--- src/rtl/rtype_pkg.sv ---
// Shared definitions for the R-type sequencer: instruction fields, funct codes,
// ALU select codes and the sequencer state encoding.
package rtype_pkg;

  localparam int OP_MSB    = 31;
  localparam int OP_LSB    = 26;
  localparam int RS_MSB    = 25;
  localparam int RS_LSB    = 21;
  localparam int RT_MSB    = 20;
  localparam int RT_LSB    = 16;
  localparam int RD_MSB    = 15;
  localparam int RD_LSB    = 11;
  localparam int SHAMT_MSB = 10;
  localparam int SHAMT_LSB = 6;
  localparam int FUNCT_MSB = 5;
  localparam int FUNCT_LSB = 0;
  localparam int SHAMT_W   = SHAMT_MSB - SHAMT_LSB + 1;

  localparam logic [5:0] OP_RTYPE  = 6'h00;
  localparam logic [5:0] FUNCT_ADD = 6'h20;
  localparam logic [5:0] FUNCT_SUB = 6'h22;
  localparam logic [5:0] FUNCT_AND = 6'h24;
  localparam logic [5:0] FUNCT_OR  = 6'h25;
  localparam logic [5:0] FUNCT_XOR = 6'h26;
  localparam logic [5:0] FUNCT_NOR = 6'h27;
  localparam logic [5:0] FUNCT_SLT = 6'h2A;
  localparam logic [5:0] FUNCT_SRL = 6'h02;

  localparam logic [2:0] ALU_AND = 3'b000;
  localparam logic [2:0] ALU_OR  = 3'b001;
  localparam logic [2:0] ALU_ADD = 3'b010;
  localparam logic [2:0] ALU_SUB = 3'b100;
  localparam logic [2:0] ALU_SRL = 3'b101;
  localparam logic [2:0] ALU_XOR = 3'b110;
  localparam logic [2:0] ALU_NOR = 3'b111;

  typedef enum logic [2:0] {
    IDLE,
    READ,
    EXEC,
    SLT,
    WB,
    ERR
  } state_t;

endpackage

--- src/rtl/rtype_funct_decode.sv ---
// Combinational decode of op/funct into the ALU select code and the
// classification flags the sequencer needs.
module rtype_funct_decode
  import rtype_pkg::*;
(
  input  logic [5:0] op,
  input  logic [5:0] funct,
  output logic [2:0] alu_sel,
  output logic       legal,
  output logic       is_slt,
  output logic       is_shift
);

  always_comb begin
    alu_sel  = ALU_AND;
    legal    = 1'b0;
    is_slt   = 1'b0;
    is_shift = 1'b0;
    if (op == OP_RTYPE) begin
      legal = 1'b1;
      case (funct)
        FUNCT_ADD: alu_sel = ALU_ADD;
        FUNCT_SUB: alu_sel = ALU_SUB;
        FUNCT_AND: alu_sel = ALU_AND;
        FUNCT_OR:  alu_sel = ALU_OR;
        FUNCT_XOR: alu_sel = ALU_XOR;
        FUNCT_NOR: alu_sel = ALU_NOR;
        FUNCT_SRL: begin
          alu_sel  = ALU_SRL;
          is_shift = 1'b1;
        end
        // slt subtracts, then the sign is corrected for overflow in its own step
        FUNCT_SLT: begin
          alu_sel = ALU_SUB;
          is_slt  = 1'b1;
        end
        default:   legal = 1'b0;
      endcase
    end
  end

endmodule

--- src/rtl/rtype_sequencer.sv ---
// Multi-cycle R-type sequencer: read operands, drive the shared ALU, write back rd.
// Optional build macro RTYPE_OVF_TRAP_EN turns add/sub signed overflow into an illegal trap.
module rtype_sequencer
  import rtype_pkg::*;
#(
  parameter int DATA_W = 32,
  parameter int REG_AW = 5
) (
  input  logic              clk,
  input  logic              reset,
  input  logic              instr_valid,
  output logic              instr_ready,
  input  logic [31:0]       instr,
  output logic [REG_AW-1:0] rf_raddr1,
  output logic [REG_AW-1:0] rf_raddr2,
  input  logic [DATA_W-1:0] rf_rdata1,
  input  logic [DATA_W-1:0] rf_rdata2,
  output logic [DATA_W-1:0] alu_a,
  output logic [DATA_W-1:0] alu_b,
  output logic [2:0]        alu_sel,
  input  logic [DATA_W-1:0] alu_result,
  input  logic              alu_overflow,
  output logic              rf_we,
  output logic [REG_AW-1:0] rf_waddr,
  output logic [DATA_W-1:0] rf_wdata,
  output logic              done,
  output logic              illegal,
  output logic              busy
);

  state_t state, state_nxt;

  logic [REG_AW-1:0]  rs_q, rt_q, rd_q;
  logic [SHAMT_W-1:0] shamt_q;
  logic [2:0]         sel_q;
  logic               slt_q, shift_q, ovf_q;
  logic [DATA_W-1:0]  opa_q, opb_q, result_q;

  logic [2:0] dec_sel;
  logic       dec_legal, dec_slt, dec_shift;
  logic       transfer, trap;

  rtype_funct_decode u_decode (
    .op       (instr[OP_MSB:OP_LSB]),
    .funct    (instr[FUNCT_MSB:FUNCT_LSB]),
    .alu_sel  (dec_sel),
    .legal    (dec_legal),
    .is_slt   (dec_slt),
    .is_shift (dec_shift)
  );

  assign instr_ready = (state == IDLE);
  assign busy        = (state != IDLE);
  assign transfer    = instr_valid & instr_ready;

`ifdef RTYPE_OVF_TRAP_EN
  assign trap = alu_overflow & ~slt_q & ((sel_q == ALU_ADD) | (sel_q == ALU_SUB));
`else
  assign trap = 1'b0;
`endif

  always_ff @(posedge clk or posedge reset) begin
    if (reset) state <= IDLE;
    else       state <= state_nxt;
  end

  always_ff @(posedge clk or posedge reset) begin
    if (reset) begin
      rs_q     <= '0;
      rt_q     <= '0;
      rd_q     <= '0;
      shamt_q  <= '0;
      sel_q    <= '0;
      slt_q    <= 1'b0;
      shift_q  <= 1'b0;
      ovf_q    <= 1'b0;
      opa_q    <= '0;
      opb_q    <= '0;
      result_q <= '0;
    end else begin
      case (state)
        IDLE: if (transfer) begin
          rs_q    <= instr[RS_MSB:RS_LSB];
          rt_q    <= instr[RT_MSB:RT_LSB];
          rd_q    <= instr[RD_MSB:RD_LSB];
          shamt_q <= instr[SHAMT_MSB:SHAMT_LSB];
          sel_q   <= dec_sel;
          slt_q   <= dec_slt;
          shift_q <= dec_shift;
        end
        READ: begin
          opa_q <= rf_rdata1;
          opb_q <= rf_rdata2;
        end
        EXEC: begin
          result_q <= alu_result;
          ovf_q    <= alu_overflow;
        end
        // true signed less-than is the difference sign corrected by overflow
        SLT: result_q <= {{(DATA_W-1){1'b0}}, result_q[DATA_W-1] ^ ovf_q};
        default: ;
      endcase
    end
  end

  always_comb begin
    state_nxt = state;
    case (state)
      IDLE: if (transfer) state_nxt = dec_legal ? READ : ERR;
      READ: state_nxt = EXEC;
      EXEC: begin
        if (trap)       state_nxt = ERR;
        else if (slt_q) state_nxt = SLT;
        else            state_nxt = WB;
      end
      SLT:  state_nxt = WB;
      WB:   state_nxt = IDLE;
      ERR:  state_nxt = IDLE;
      default: state_nxt = IDLE;
    endcase
  end

  // Read addresses come straight from the offered word in IDLE so the
  // register file sees them on the transfer edge.
  always_comb begin
    rf_raddr1 = rs_q;
    rf_raddr2 = rt_q;
    alu_sel   = '0;
    alu_a     = '0;
    alu_b     = '0;
    rf_we     = 1'b0;
    rf_waddr  = '0;
    rf_wdata  = '0;
    done      = 1'b0;
    illegal   = 1'b0;
    if (state == IDLE) begin
      rf_raddr1 = instr[RS_MSB:RS_LSB];
      rf_raddr2 = instr[RT_MSB:RT_LSB];
    end
    if ((state == EXEC) || (state == SLT)) begin
      alu_sel = sel_q;
      alu_a   = shift_q ? opb_q : opa_q;
      alu_b   = shift_q ? {{(DATA_W-SHAMT_W){1'b0}}, shamt_q} : opb_q;
    end
    if (state == WB) begin
      rf_we    = (rd_q != '0);
      rf_waddr = rd_q;
      rf_wdata = result_q;
      done     = 1'b1;
    end
    if (state == ERR) illegal = 1'b1;
  end

endmodule
--- config.mk ---
export PLATFORM = sky130hd
export DESIGN_NAME = rtype_sequencer
export DESIGN_NICKNAME = d
export VERILOG_FILES = /design/src/rtl/rtype_pkg.sv /design/src/rtl/rtype_funct_decode.sv /design/src/rtl/rtype_sequencer.sv
export SDC_FILE = /design/constraint.sdc
export NUM_CORES = 1
export LEC_CHECK = 0
export CAP_MARGIN = 20
export CORE_ASPECT_RATIO = 1.4
export CORE_UTILIZATION = 47
export DETAILED_ROUTE_END_ITERATION = 7
export PLACE_DENSITY = 0.84
export SYNTH_ARGS = -nofsm -noshare
export SYNTH_HDL_FRONTEND = slang
export SYNTH_SLANG_ARGS = --single-unit
--- constraint.sdc ---
create_clock -name clk -period 8 [get_ports clk]
set_input_delay 1.6 -clock clk [delete_from_list [all_inputs] [get_ports clk]]
set_output_delay 1.6 -clock clk [all_outputs]
set_load 0.1 [all_outputs]
# --- After elaboration in Yosys (flattened, before gate mapping) ---
# Index checks and enable logic that the tools add are counted.
word_totals:
  inputBits: 132
  register_bits: 125
  word_cells: 62
  output_inout_bits: 119
classes:
  mux: 25
  eq_ne: 14
  bitwise: 2
  n_reduce_logical: 9
ops:
  columns: ["op", "count"]
  rows:
  - ["$mux 32", 5]
  - ["$pmux 32 s2", 1]
  - ["$eq 6x6->1 const B", 7]
  - ["$pmux 3 s6", 1]
  - ["$mux 3", 5]
  - ["$mux 5", 3]
  - ["$pmux 3 s4", 1]
  - ["$mux 1", 9]
  - ["$reduce_or 8->1", 1]
  - ["$eq 3x2->1 const B", 2]
  - ["$eq 3x3->1 const B", 2]
  - ["$eq 6x2->1 const B", 1]
  - ["$logic_not 6->1", 1]
  - ["$reduce_bool 5->1", 1]
  - ["$eq 3x1->1 const B", 1]
  - ["$logic_not 3->1", 1]
  - ["$reduce_bool 3->1", 1]
  - ["$ne 2x1->1 const B", 1]
  - ["$reduce_and 2->1", 1]
  - ["$reduce_bool 2->1", 1]
  - ["$reduce_or 2->1", 1]
  - ["$and 1x1->1", 1]
  - ["$logic_or 1x1->1", 1]
  - ["$xor 1x1->1", 1]

# --- Depth between registers and ports, before layout ---
# Gate-level depths: netlist of run 1.
depth:
  word_depth: 7
  ltp_mapped: 7
  ltp_nobuf: 4

# --- Modules after synthesis ---
# A second synthesis of run 1 with hierarchy kept.
unflattened:
  hier_cells: 546
  hier_area_um2: 6251.0
by_module_without_submodules:
  columns: ["mod", "cells_each", "instances", "area_each_um2", "seq_area_each_um2"]
  rows:
  - ["rtype_sequencer", 522, 1, 6079.6, 3128.0]
  - ["rtype_funct_decode", 24, 1, 171.4, 0.0]

# --- Worst setup path before layout of run 1 ---
# Ideal clock, no wire load.
synth_timing:
  path_type: "register to output"
  start: "reg state[1]"
  end: "out rf_waddr[0]"
  arrival_time_ns: 2.680
  path_buffers: 2
  required_ns: 6.400
  stages_incl_launch_ff: 5
  slack_ns: 3.720
  cell_sequence: "dfrtp_1 > buf_4 > nor3b_1 > clkbuf_1 > and2_1"
synth_between:
  elab_chain_cells: 2
synth_rtl:
  columns: ["item", "line", "source"]
  rows:
  - ["start, declared", "rtype_sequencer.sv:31", "state_t state, state_nxt;"]
  - ["start signal, assigned", "rtype_sequencer.sv:64", "else state <= state_nxt;"]
  - ["$eq 3x3->1", "rtype_sequencer.sv:145", "if (state == WB) begin"]
  - ["$mux 5", "rtype_sequencer.sv:145", null]
  - ["end, declared", "rtype_sequencer.sv:24", "output logic [REG_AW-1:0] rf_waddr,"]
# Every way passes these cells.

# --- Worst setup path after layout of run 1 ---
layout_timing:
  start: "reg state[1]"
  end: "out alu_b[13]"
layout_between:
  elab_chain_cells: 3
layout_rtl:
  columns: ["item", "line", "source"]
  rows:
  - ["$eq 3x2->1", "rtype_sequencer.sv:140", "if ((state == EXEC) || (state == SLT)) begin"]
  - ["$logic_or 1x1->1 (*)", "rtype_sequencer.sv:140", null]
  - ["$mux 32 (*)", "rtype_sequencer.sv:140", null]
  - ["end, declared", "rtype_sequencer.sv:19", "output logic [DATA_W-1:0] alu_b,"]
# Every way passes the cells marked *; elsewhere a longest branch is shown, timed or not.

==> results.cfg, run 1 <==
[route]
drc = 0
drtAntennaViolNets = 0
num_vias = 4896
wl_per_cell_um = 17.2
drt_pass1_iterations = 4
routed_via_density = 5.16
drt_iter0_drc = 163
wl_mm = 16.3

[power_and_ir_drop]
p_switching_mw = 2.12
power_frac_seq_pct = 26.0
p_leak_nw = 3.83
ir_drop_v = 0.000280
power.internal_mw = 2.25
pwr-share-clk_pct = 18.3
p_total_mw = 4.37
cellPowerDensity_mw_per_mm2 = 465
p_comb_share_pct = 55.7
swShare_pct = 48.5

[sta]
tns_ns = 0
setup_viol = 0
rsz0062_at_grt = no
fin_crit_sh_pct = 71.1
worst_pin_slew_ns = 1.03
max_freq_mhz = 176
hold_violations = 0
skew_ns = 0.00562
slew_headroom_pct = 31.0
drv_slew = 0
fin_ws_ns = 2.31
min_period_ns = 5.69

[setup_path]
r2r-start = state[1]
cpMaxStageDelayCell = clkdlybuf4s50_1
cpLargestDelayFamily = simple AND/OR/NAND/NOR gates
start_kind = flip-flop
critical_path_class = reg2out
crit_required_ns = 6.40
cp_num_buf_inv = 1
path_cells = nand2b_4, nor2_2, and2_1, clkdlybuf4s50_1
crit_path_max_incr_delay_ns = 1.15
crit_path_end_kind = output port
path_max_fanout = 106
critPathArrivalTime_ns = 4.09
crit_path_start = state[1]

[cts]
cts_sinks = 125
cts-hold-fix-buffers = 0
clk-insertion-delay-late_ns = 0.41
cts-resized-gates = 0
cts_buffers = 17
clkTransAtPathRegs_ns = 0.05
post-cts-setup-buffer-count = 0
cts_root_buf = clkbuf_16
cts_tree = done
cts_buffer_depth = 2
cts_max_level = 4

[global_route]
grt_pass1_vias = 5028
grt_use_total_pct = 23.9
grt.overflow.total = 0
grt_antenna_before_repair = 0
grt_start_max_net_pins = 107
grt_first_pass_wirelength_mm = 25.2

[synthesis]
yosysTopAreaCell = dfrtp_1
synth_top_area_share_pct = 50.4
ys.flop_type = dfrtp_1
synthArstFlopShare_pct = 100
synthTopCellsByCount = dfrtp_1 (125), mux2_2 (84), and2_1 (64)
synth_enable_flop_cells = 0
ys_seq_elements = 125
synth_warnings = 0
synthesis.area_sq_mm = 0.00620
syn-num-nets = 680
yosysSeqAreaShare_pct = 50.4
synthCells = 548
synth_area_leaders = dfrtp_1 (50%), mux2_2 (15%), and2_1 (6.5%)
synth_most_common_cell = dfrtp_1
synthDistinctLibCells = 39
synth_area_per_cell_sq_um = 11.3

[placement]
gp_congestion = 0.755
placedCellCount = 917
io_buffers = 250
hpwl_mm = 11.2
pre_cts_slack_ns = 2.69

[die]
fp.dieH_um = 138
dieArea_sq_mm = 0.0137
initial_utilization_pct = 48.2
row_count = 49
coreArea_sq_mm = 0.0129
io_pins = 251
die_w_um = 99.1

[layout]
n_antenna_cell = 0
area_growth_syn_to_layout_pct = 51.5
finalCoreUtilization_pct = 72.9
layout.nets = 916
drive_above_1_share_pct = 17.8
final_cell_count_no_fill = 949
fillers = 897

[hold_path]
holdCritStartpoint = result_q[12]
hold_class = reg2reg

[outcome]
status = completed

[job]
drv_cap = 0
worst register-to-register path, cell delays in order, from the launching register on:
cell and delay, ns:
dfrtp_1 0.55, nor3_4 0.68, nand2_4 0.42, mux2_4 0.42
logic make-up after synthesis:
family	Yosys count	synth area share (%)
buffers and inverters	44	3.53
multiplexers	134	24.3
adder cells (fa/ha/maj)	1	0.161
XOR/XNOR	1	0.141
AO/OA/AOI/OAI	46	4.18
flip-flops	125	50.4
AND/OR/NAND/NOR	197	17.3
per-layer routing:
metal  vias to the layer above  track usage (%)  wire [um]
met5                         -                0          0
met4                         0             8.09        310
met3                        34             7.11       1120
met2                       190             42.9       8540
met1                      2359             27.1       6320
li1                       2313                -          -
flip-flops by register name (all words and copies together) (netlist names), 5 cells and up:
| name | flops |
|---|---|
| opa_q | 32 |
| opb_q | 32 |
| result_q | 32 |
| rd_q | 5 |
| rs_q | 5 |
| rt_q | 5 |
| shamt_q | 5 |
cells in the final DEF (no fill, tap or decap), types with 2 or more instances in the layout:
master	instances
dfrtp_1	124
nand2b_1	33
clkbuf_16	17
mux2i_1	38
buf_4	4
and2_1	64
mux2_2	84
inv_1	5
nor2_1	44
nand4_1	2
clkinv_2	3
mux2_4	12
nand3_1	2
o21ai_1	2
clkbuf_1	2
a21oi_1	3
bufinv_16	4
nand2_1	38
clkdlybuf4s50_1	250
clkinvlp_4	2
nor3b_2	2
o21ai_0	35
clkinv_4	2
area by class of cell:
type / instances / area (sq um) / share of cell area [%]
clock inverter: 11 / 168 / 1.79
sequential: 125 / 3130 / 33.3
clock buffer: 20 / 447 / 4.76
inverter: 6 / 25.0 / 0.266
timing repair buffer: 255 / 2560 / 27.3
tap: 153 / 191 / 2.04
multi-input combinational: 379 / 2870 / 30.6
through the flow:
| stage | cell area [sq um] | hold slack, ns |
|---|---|---|
| after detailed placement | 8750 | 0.465 |
| after global routing | 9390 | 0.502 |
| final | 9390 | 0.474 |
| after CTS | 9360 | 0.478 |
| after global placement | 8750 | 0.454 |
| after floorplan | 6200 | 0.442 |
power groups by stage:
stage	Combinational, mW	Sequential, mW	Clock [mW]
final	2.43	1.14	0.799
after global routing	2.55	1.18	0.844
after CTS	2.42	1.15	0.814
after detailed placement	2.41	1.16	0
after global placement	2.37	1.14	0
after floorplan	1.97	1.06	0
path summary, 6_finish.rpt:
check | end | slack (ns) | cells after the start
min reg2reg | result_q[12] | 0.47 | 2
max | alu_b[13] | 2.31 | 4
min in group asynchronous | opb_q[6] | 1.77 | 2
max reg2reg | shamt_q[3] | 5.82 | 3
max in group asynchronous | opb_q[31] | 5.02 | 3
min | result_q[12] | 0.47 | 2
No activity file was read; power rests on OpenSTA's default activity.
==> run 2: changes to the inputs <==
- CORE_UTILIZATION: 47 -> 40
- PLACE_DENSITY: 0.84 -> 0.76
- clock period: 8 -> 4.7 ns (I/O delays scaled with it)
==> results.cfg, run 2 (same netlist as run 1, synthesis figures left out) <==
[cts]
cts_root_buf = clkbuf_16
cts_buffer_depth = 2
cts_buffers = 17
cts_tree = done
post-cts-setup-buffer-count = 0
cts_max_level = 4
clkTransAtPathRegs_ns = 0.05
cts-hold-fix-buffers = 0
clk-insertion-delay-late_ns = 0.41
cts-resized-gates = 0
cts_sinks = 125

[setup_path]
path_cells = nor3_4, inv_1, clkdlybuf4s50_1
crit_path_end_kind = output port
critPathArrivalTime_ns = 2.70
r2r-start = state[1]
path_max_fanout = 15
crit_path_start = state[1]
cpLargestDelayFamily = buffers and inverters
cpMaxStageDelayCell = clkdlybuf4s50_1
start_kind = flip-flop
r2r_cells = 3
crit_path_max_incr_delay_ns = 0.99
cp-endpoint = busy
r2r_end = rd_q[2]
crit_required_ns = 3.76
cp.depth = 3
cp_num_buf_inv = 2
critical_path_class = reg2out
reg2reg_slack_ns = 2.52

[sta]
worst_pin_slew_ns = 0.984
slew_headroom_pct = 34.2
rsz0062_at_grt = no
max_freq_mhz = 275
setup_viol = 0
hold_violations = 0
tns_ns = 0
hold_ws_ns = 0.478
drv_slew = 0
fin_crit_sh_pct = 77.4
min_period_ns = 3.64
skew_ns = 0.00972

[global_route]
grt_start_max_net_pins = 86
grt.overflow.total = 0
grt_pass1_vias = 5177
grt_use_total_pct = 21.0
grt_antenna_before_repair = 0
grt_first_pass_wirelength_mm = 25.9

[die]
dieArea_sq_mm = 0.0160
row_count = 53
io_pins = 251
initial_utilization_pct = 41.2
die_w_um = 107
coreArea_sq_mm = 0.0151
fp.dieH_um = 149

[power_and_ir_drop]
swShare_pct = 49.6
power_frac_seq_pct = 26.2
pwr-share-clk_pct = 18.6
p_switching_mw = 3.64
power.internal_mw = 3.70
ir_drop_v = 0.000446
cellPowerDensity_mw_per_mm2 = 800
p_comb_share_pct = 55.3
p_leak_nw = 4.06

[layout]
regArea_sq_mm = 0.00313
multi_input_area_sq_mm = 0.00287
drive_above_1_share_pct = 33.2
fillers = 1251
n_antenna_cell = 0
most-common-layout-cells = clkdlybuf4s50_1 (134), buf_4 (126), dfrtp_1 (124)
reg.largest.list = opa_q: 32 flops, opb_q: 32 flops, result_q: 32 flops
area_growth_syn_to_layout_pct = 47.9
layout.nets = 921
layout_commonest_cell = clkdlybuf4s50_1
finalCoreUtilization_pct = 60.9

[route]
wl_per_cell_um = 16.4
num_vias = 4878
wl_met1_mm = 6.31
wl_met3_mm = 1.27
routed_via_density = 4.91
drtAntennaViolNets = 0
drt_pass1_iterations = 5
wl_mm = 16.3
drc = 0
drt_iter0_drc = 181
wl_met2_mm = 8.60
routed.top_layer = met4

[job]
drv_cap = 0

[hold_path]
hold_class = reg2reg

[placement]
gp_congestion = 0.801
io_buffers = 250
hpwl_mm = 11.8

[outcome]
status = completed
run 2: cell types whose count changed in the layout (fill, tap and decap cells not counted), moves of 2 or more:
cell	change
clkdlybuf4s50_1	-116
clkbuf_1	-2
clkinvlp_4	+2
buf_4	+122
run 2: how the worst min path moves through the flow:
stage                 startpoint  depth (start not counted)  slack [ns]      endpoint
floorplan            result_q[0]                          2        0.44   result_q[0]
global placement     result_q[5]                          2        0.46   result_q[5]
detailed placement   result_q[8]                          2        0.46   result_q[8]
CTS                  result_q[8]                          2        0.48   result_q[8]
global route        result_q[15]                          2        0.51  result_q[15]
finish               result_q[1]                          2        0.48   result_q[1]
run 2: area by class of cell:
cell class                 count  share of cell area [%]
tap                          192                    2.62
sequential                   125                    34.1
timing repair buffer         260                    24.9
clock buffer                  19                    4.94
multi-input combinational    379                    31.3
inverter                       6                   0.273
clock inverter                13                    1.80
run 2: tightest hold or removal path, stage by stage, from the launching register on:
cell and delay, ns:
dfrtp_1 0.33, nand2_1 0.04, o21ai_0 0.06
run 2: power by group through the flow:
stage                     logic (mW)  registers (mW)  clock network, mW
after detailed placement        4.08            1.94                  0
after global placement          4.02            1.90                  0
after global routing            4.26            1.99               1.44
after floorplan                 3.35            1.81                  0
final                           4.05            1.92               1.36
after CTS                       4.09            1.93               1.40
run 2: metal layers:
metal,global-route usage [%],vias to the layer above
li1,-,2330
met1,23.9,2341
met2,37.8,196
met3,6.38,11
met4,5.41,0
met5,0,-
run 2: metrics by stage:
stage,instance area [sq um],power (mW),setup slack [ns],cells
floorplan,6200,5.16,0.432,548
global placement,8550,5.92,1.49,962
detailed placement,8550,6.02,1.46,962
CTS,9170,7.41,1.01,994
global route,9170,7.69,0.922,994
finish,9170,7.34,1.06,994
